--- src/rtl/ccff_loader_pkg.sv ---
`default_nettype none
// +------------------------------------------------------------------+
// | ccff_loader_pkg                                                  |
// | Shared FSM encoding and sizing helper for the bitstream loader.  |
// | Revision: 1.0                                                    |
// +------------------------------------------------------------------+
package ccff_loader_pkg;

  typedef enum logic [1:0] {
    IDLE  = 2'd0,
    LOAD  = 2'd1,
    SHIFT = 2'd2,
    DONE  = 2'd3
  } state_t;

  // Number of bitstream words needed to fill a chain of len bits.
  function automatic int words_for(input int len, input int w);
    return (len + w - 1) / w;
  endfunction

endpackage
`default_nettype wire

--- src/rtl/ccff_word_serializer.sv ---
`default_nettype none
// +------------------------------------------------------------------+
// | ccff_word_serializer                                             |
// | MSB-first word serializer driving the registered chain inputs.   |
// | Revision: 1.0                                                    |
// +------------------------------------------------------------------+
module ccff_word_serializer
  import ccff_loader_pkg::*;
#(
  parameter int WORD_W = 8,
  parameter int CNT_W  = 5
) (
  input  logic              prog_clk,
  input  logic              pReset,
  input  logic              clear,
  input  logic              load,
  input  logic [WORD_W-1:0] data,
  input  logic [CNT_W-1:0]  count,
  output logic              ccff_head,
  output logic              ccff_shift_en,
  output logic              word_last
);

  logic [WORD_W-1:0] r_sreg;
  logic [CNT_W-1:0]  r_cnt;

  // The bit on ccff_head right now is the final one of this word.
  assign word_last = ccff_shift_en && (r_cnt == CNT_W'(1));

  always_ff @(posedge prog_clk) begin
    if (!pReset) begin
      r_sreg        <= '0;
      r_cnt         <= '0;
      ccff_head     <= 1'b0;
      ccff_shift_en <= 1'b0;
    end else if (clear) begin
      r_cnt         <= '0;
      ccff_shift_en <= 1'b0;
    end else if (load) begin
      // MSB goes straight to the output so it is presented the cycle after the handshake
      ccff_head     <= data[WORD_W-1];
      r_sreg        <= data << 1;
      r_cnt         <= count;
      ccff_shift_en <= 1'b1;
    end else if (ccff_shift_en) begin
      if (r_cnt == CNT_W'(1)) begin
        ccff_shift_en <= 1'b0;
      end else begin
        ccff_head <= r_sreg[WORD_W-1];
        r_sreg    <= r_sreg << 1;
      end
      r_cnt <= r_cnt - CNT_W'(1);
    end
  end

endmodule
`default_nettype wire

--- src/rtl/ccff_bitstream_loader.sv ---
`default_nettype none
// +------------------------------------------------------------------+
// | ccff_bitstream_loader                                            |
// | Streams bitstream words into the config chain, tracks readback.  |
// | Revision: 1.0                                                    |
// +------------------------------------------------------------------+
module ccff_bitstream_loader
  import ccff_loader_pkg::*;
#(
  parameter  int WORD_W    = 8,
  parameter  int CHAIN_LEN = 30,
  localparam int CNT_W     = $clog2(CHAIN_LEN + 1)
) (
  input  logic              prog_clk,
  input  logic              pReset,
  input  logic              start,
  input  logic              abort,
  input  logic [WORD_W-1:0] bs_data,
  input  logic              bs_valid,
  output logic              bs_ready,
  output logic              ccff_head,
  output logic              ccff_shift_en,
  input  logic              ccff_tail,
  output logic              busy,
  output logic              done,
  output logic [CNT_W-1:0]  bit_count,
  output logic              tail_parity
);

  state_t           r_state;
  state_t           w_next;
  logic             w_load;
  logic             w_word_last;
  logic             w_idle_or_done;
  logic [CNT_W-1:0] w_remaining;
  logic [CNT_W-1:0] w_word_cnt;

  assign w_idle_or_done = (r_state == IDLE) || (r_state == DONE);
  assign w_remaining    = CNT_W'(CHAIN_LEN) - bit_count;
  // Final word may be partial: only the bits still missing from the chain are shifted.
  assign w_word_cnt     = (int'(w_remaining) > WORD_W) ? CNT_W'(WORD_W) : w_remaining;

  // Gated by abort/reset so a word is never accepted in a cycle that discards it.
  assign bs_ready = (r_state == LOAD) && pReset && !abort;
  assign busy     = (r_state == LOAD) || (r_state == SHIFT);
  assign done     = (r_state == DONE);

  always_comb begin
    w_next = r_state;
    w_load = 1'b0;
    case (r_state)
      IDLE, DONE: if (start) w_next = LOAD;
      LOAD: begin
        w_load = bs_valid && bs_ready;
        if (w_load) w_next = SHIFT;
      end
      SHIFT: begin
        if (w_word_last)
          w_next = ((int'(bit_count) + 1) == CHAIN_LEN) ? DONE : LOAD;
      end
      default: w_next = IDLE;
    endcase
    if (abort) w_next = IDLE;
  end

  always_ff @(posedge prog_clk) begin
    if (!pReset) begin
      r_state     <= IDLE;
      bit_count   <= '0;
      tail_parity <= 1'b0;
    end else begin
      r_state <= w_next;
      if (abort) begin
        bit_count   <= bit_count;
        tail_parity <= tail_parity;
      end else if (w_idle_or_done && start) begin
        bit_count   <= '0;
        tail_parity <= 1'b0;
      end else if (ccff_shift_en) begin
        bit_count   <= bit_count + CNT_W'(1);
        tail_parity <= tail_parity ^ ccff_tail;
      end
    end
  end

  ccff_word_serializer #(
    .WORD_W (WORD_W),
    .CNT_W  (CNT_W)
  ) u_serializer (
    .prog_clk      (prog_clk),
    .pReset        (pReset),
    .clear         (abort),
    .load          (w_load),
    .data          (bs_data),
    .count         (w_word_cnt),
    .ccff_head     (ccff_head),
    .ccff_shift_en (ccff_shift_en),
    .word_last     (w_word_last)
  );

endmodule
`default_nettype wire

--- config.mk ---
export PLATFORM = sky130hd
export DESIGN_NAME = ccff_bitstream_loader
export DESIGN_NICKNAME = d
export VERILOG_FILES = /design/src/rtl/ccff_loader_pkg.sv /design/src/rtl/ccff_word_serializer.sv /design/src/rtl/ccff_bitstream_loader.sv
export SDC_FILE = /design/constraint.sdc
export NUM_CORES = 1
export LEC_CHECK = 0
export CAP_MARGIN = 20
export CORE_UTILIZATION = 50
export DETAILED_ROUTE_END_ITERATION = 7
export DONT_BUFFER_PORTS = 1
export GPL_TIMING_DRIVEN = 0
export PLACE_DENSITY = 0.68
export SLEW_MARGIN = 20
export SYNTH_ARGS = -nofsm -noshare
export SYNTH_HDL_FRONTEND = slang
export SYNTH_SLANG_ARGS = --single-unit
--- constraint.sdc ---
create_clock -name prog_clk -period 3.6 [get_ports prog_clk]
set_clock_uncertainty 0.05 [all_clocks]
set_input_delay 0.72 -clock prog_clk [delete_from_list [all_inputs] [get_ports prog_clk]]
set_output_delay 0.72 -clock prog_clk [all_outputs]
set_load 0.03 [all_outputs]
## After elaboration in Yosys (flattened, before gate mapping)

Index checks and enable logic that the tools add are counted.

| storage, ports and cells | value |
|---|---|
| register bits | 23 |
| bits of input ports | 14 |
| output and inout bits | 11 |
| word-level logic and storage cells | 62 |

| operators by class | value |
|---|---|
| add/sub/neg operators | 4 |
| $lt $le $gt $ge | 1 |
| equality and inequality tests | 9 |
| muxes and demuxes | 22 |
| bitwise gates (word level) | 3 |
| reductions and logical operators | 16 |

Operator list:

| kind | number |
|---|---|
| two-way mux 5 bit | 5 |
| two-way mux 8 bit | 3 |
| two-way mux 1 bit | 9 |
| two-way mux 2 bit | 4 |
| adder 5 x 1 -> 6 bit, second input constant | 1 |
| equality test 6 x 5 -> 1 bit, second input constant | 1 |
| != test 2 x 1 -> 1 bit, second input constant | 3 |
| case mux 2 bit (3 select lines) | 1 |
| AND reduction 3 bit | 2 |
| adder 5 x 1 -> 5 bit, second input constant | 1 |
| equality test 5 x 1 -> 1 bit, second input constant | 1 |
| > comparator 5 x 4 -> 1 bit, second input constant | 1 |
| logical AND 1 bit | 5 |
| subtractor 5 x 1 -> 5 bit, second input constant | 1 |
| subtractor 5 bit, first input constant | 1 |
| equality test 2 bit, second input constant | 2 |
| nonzero test 2 bit | 2 |
| OR reduction 2 bit | 2 |
| equality test 2 x 1 -> 1 bit, second input constant | 1 |
| zero test 2 bit | 1 |
| logical OR 1 bit | 2 |
| != test 2 bit, second input constant | 1 |
| inverter 1 bit | 2 |
| AND reduction 2 bit | 1 |
| 2 further kinds | 2 |

## Longest topological paths before layout

| logic depth | value |
|---|---|
| depth after elaboration | 7 |
| mapped depth | 7 |
| depth with buffers taken out | 6 |

## Modules after synthesis

From an unflattened synthesis, not the netlist that was laid out.

| second synthesis, totals | value |
|---|---|
| cell total of the unflattened synthesis | 174 |
| area, all modules | 1441.4 µm² |

By module, submodules not included:

| module | times used | cells each | area each (µm²) | sequential area each (µm²) |
|---|---|---|---|---|
| ccff_word_serializer | 1 | 84 | 755.7 | 280.3 |
| ccff_bitstream_loader | 1 | 90 | 685.7 | 160.2 |

## Worst setup path after synthesis

No wires, ideal clock.

| timing | value |
|---|---|
| path type | input port to output port |
| start | in pReset |
| end | out bs_ready |
| arrival | 1.348 ns |
| required time | 2.830 ns |
| setup slack | 1.482 ns |
| cell stages on the path | 3 |
| path buffers | 1 |
| path through | buf_2 > nor2b_1 > and2_1 |

| between the ends | value |
|---|---|
| cells in the longest elaborated chain, start to end | 2 |

RTL lines:

| what | RTL line | text |
|---|---|---|
| start, declared | ccff_bitstream_loader.sv:15 | `input logic pReset,` |
| logical AND 1 bit (2 in series) | ccff_bitstream_loader.sv:44 | `assign bs_ready = (r_state == LOAD) && pReset && !abort;` |
| end, declared | ccff_bitstream_loader.sv:20 | `output logic bs_ready,` |

Every way passes these cells.

## Worst setup path in the final report

Ends and elaborated chain as after synthesis.

==> impl_metrics.py <==
metrics = {
    "outcome": {
        "outcome": "completed",
    },
    "timing": {
        "min_period_over_period": 0.6101,
        "tightestPinTransition_ns": 0.5939,
        "timing.final.ws_setup_ns": 1.404,
        "setup-violations-final": 0,
        "minimum_clock_period_after_layout_ns": 2.196,
        "unrepaired_setup_endpoints_after_global_routing": "false",
        "relSlewSlack": 0.6035,
        "timing.final.hold_violations": 0,
        "setup_total_negative_slack_ns": 0,
        "final_count_of_pins_violating_max_slew": 0,
        "maxClockFrequency_ghz": 0.4553,
    },
    "clock_tree": {
        "ctsResizeCount": 0,
        "cts.sink_count": 22,
        "cts_setup_buffers": 0,
        "level_count_of_the_clock_h_tree": 1,
        "cts.hold.buffers_added": 0,
        "clkSlewWorstSetupHoldPaths_ns": 0.14,
        "clk_path_buf_depth": 2,
        "worstSkewPairLatency_ns": 0.32,
        "cts_tree": "yes",
        "tritoncts.num_buffers": 3,
        "cts_root_buf": "clkbuf_4",
    },
    "power": {
        "intPower_mw": 0.3710,
        "share_comb_of_total_power": 0.068,
        "power_per_cell_area_mw_per_mm2": 326.7,
        "netSwitchingPower_mw": 0.1093,
        "p_sw_frac": 0.2276,
        "seq_power_share": 0.521,
        "total_leakage_power_nw": 0.5302,
        "power_frac_clock": 0.411,
        "ir_drop_mv": 0.2221,
        "fin_total_pwr_mw": 0.4803,
    },
    "detailed_routing": {
        "drt-total-wl_mm": 3.189,
        "total_iterations_of_the_first_detailed_routing_run": 4,
        "route.vias.total": 1285,
        "route.detailed.drc": 0,
        "first_iter_violations": 45,
        "met2_length_mm": 1.482,
        "drtAntennaViolNets": 0,
        "wirelength_met1_mm": 1.470,
        "drt-vias-per-instance": 6.178,
        "detailroute.wirelength.met3_um": 211,
        "dr.max_layer_used": "met4",
        "routedWlPerCell_um": 15.33,
    },
    "yosys": {
        "synth_top_flop_cell": "dfxtp_1",
        "synth_enable_flop_cells": 0,
        "synth.yosys.seq_area_share": 0.3191,
        "syn-num-nets": 197,
        "synth.cell_area_mm2": 0.001380,
        "yosys_warnings": 0,
        "asyncSetResetFlopFracSynth": 0,
        "synthTopCellsByArea": "dfxtp_1, ha_1, nand2_1",
        "post_synth_inst_count": 174,
        "synth.top_cell.area_share": 0.3191,
        "synth.distinct_cells": 44,
        "yosys_register_bits": 22,
        "synthesis.area_per_instance_um2": 7.931,
        "synth.largest_area_cell": "dfxtp_1",
    },
    "hold_path": {
        "min_from": "u_serializer.r_sreg[5]",
        "hold_path_end": "u_serializer.r_sreg[6]",
        "min-delay-path-class": "flop to flop",
        "hold_depth": 2,
    },
    "placed_design": {
        "detailedPlace.worstSlack_ns": 1.408,
        "gp_routability_congestion": 0.8475,
        "post-dp-hpwl_mm": 2.295,
        "placement.io_buffers": 0,
    },
    "floorplanning": {
        "start_util": 0.5423,
        "die_h_um": 54.54,
        "rows": 18,
        "total_core_area_mm2": 0.002545,
        "die_ar_mm2": 0.002974,
        "die_w_um": 54.54,
        "num_io_pins": 25,
    },
    "worst_setup_path": {
        "regToRegSetupSlack_ns": 1.52,
        "critical-path-max-stage-delay_ns": 0.33,
        "cp_max_fo": 10,
        "number_of_cell_instances_on_the_worst_register_to_register_path": 7,
        "start_kind": "input pin",
        "timing.rr.end": "u_serializer.r_cnt[1]",
        "end_kind": "output pin",
        "crit_required_ns": 2.83,
        "timing.critical_path.slowest_stage_cell": "and2_1",
        "critical_path.cell_chain": "buf_2 > nor2b_1 > and2_1",
        "criticalPathCategory": "input pin to output pin",
        "worstPathArrival_ns": 1.43,
        "critical_path.reg2reg.startpoint": "bit_count[0]",
    },
    "flow_run": {
        "max_cap_viol_count": 0,
    },
    "cells_and_area": {
        "antennaDiodeCount": 0,
        "final_net_count": 202,
        "layout-drive-gt1-share": 0.08989,
        "flow.area_growth_from_synthesis_pct": 6.528,
        "layout_commonest_cell": "nand2_1",
        "mostFrequentLayoutCells": "nand2_1, dfxtp_1, o21ai_0",
    },
    "global_routing": {
        "number_of_antenna_violations_at_the_first_check_in_global_routing": 0,
        "grt_pass1_vias": 1137,
        "maximum_number_of_pins_on_one_net_before_global_route_repair": 14,
        "grt_pass1_wl_mm": 5.030,
        "grt_util_all_layers": 0.2366,
        "global_route_overflow": 0,
    },
}
==> synthesized netlist by cell type, types with 3 or more instances <==
library cell / number
nand2_1: 24
dfxtp_1: 22
o21ai_0: 15
inv_1: 10
a31oi_1: 9
ha_1: 9
a21oi_1: 8
and2_1: 6
buf_2: 6
nor2_1: 6
clkbuf_1: 5
nand2b_1: 5
o21ai_1: 5
nor3_1: 4
nor2b_1: 3
xor2_1: 3
==> power groups by stage <==
| stage | Clock [mW] | Combinational [mW] | Sequential, mW |
|---|---|---|---|
| 3_3_place_gp | 0 | 0.0308 | 0.255 |
| 2_1_floorplan | 0 | 0.0254 | 0.255 |
| 4_1_cts | 0.199 | 0.0319 | 0.250 |
| 3_5_place_dp | 0 | 0.0318 | 0.256 |
| 5_1_grt | 0.205 | 0.0365 | 0.251 |
| 6_report | 0.198 | 0.0325 | 0.250 |
==> cell families (layout without fill, tap and decap cells) <==
kind of cell / after synthesis / after routing / share of synthesized area
multiplexers: 1 / 1 / 0.007253
AO/OA/AOI/OAI: 54 / 54 / 0.2466
buffers and inverters: 21 / 25 / 0.06256
adder cells (fa/ha/maj): 9 / 9 / 0.08160
AND/OR/NAND/NOR: 63 / 63 / 0.2575
XOR/XNOR: 4 / 4 / 0.02539
flip-flops: 22 / 22 / 0.3191
==> critical path: cells and delay by family <==
family | cells | cell delay (ns)
buffers and inverters | 1 | 0.17
and+or+nand+nor | 2 | 0.54
==> metal layers <==
| layer | GRT usage | vias up |
|---|---|---|
| met5 | 0 | - |
| met1 | 0.3130 | 602 |
| met2 | 0.3882 | 52 |
| met3 | 0.02778 | 3 |
| met4 | 0.08974 | 0 |
| li1 | - | 628 |
==> worst max path at each step <==
stage	cells after the start	slack, ns	end	from
floorplan	3	1.48	bs_ready	pReset
detailed placement	3	1.41	bs_ready	pReset
global route	3	1.34	bs_ready	pReset
CTS	3	1.41	bs_ready	pReset
finish	3	1.40	bs_ready	pReset
global placement	3	1.42	bs_ready	pReset
==> through the flow <==
| stage | utilization | std cells | hold slack (ns) | cell area (um^2) |
|---|---|---|---|---|
| after global routing | 0.5777 | 208 | 0.4544 | 1470 |
| final | 0.5777 | 208 | 0.4295 | 1470 |
| after detailed placement | 0.5570 | 204 | 0.4129 | 1418 |
| after CTS | 0.5777 | 208 | 0.4316 | 1470 |
| after global placement | 0.5570 | 204 | 0.3964 | 1418 |
| after floorplan | - | 174 | 0.3862 | 1380 |
==> flip-flops by register name (all words and copies together), names as in the netlist <==
| register | flops |
|---|---|
| bit_count | 5 |
| u_serializer.r_cnt | 5 |
| tail_parity | 1 |
| r_state | 2 |
| u_serializer.ccff_shift_en | 1 |
| u_serializer.r_sreg | 7 |
| u_serializer.ccff_head | 1 |
==> area by class of cell <==
| type | instances | area [um^2] |
|---|---|---|
| plain buffers | 11 | 48.80 |
| clock buffers | 3 | 22.52 |
| clock inverters | 1 | 30.03 |
| fillers | 241 | 1075 |
| inverters | 10 | 37.54 |
| multi-input cells | 131 | 853.3 |
| flip-flops and latches | 22 | 440.4 |
| well taps | 30 | 37.54 |
No activity file was read; power rests on OpenSTA's default activity.
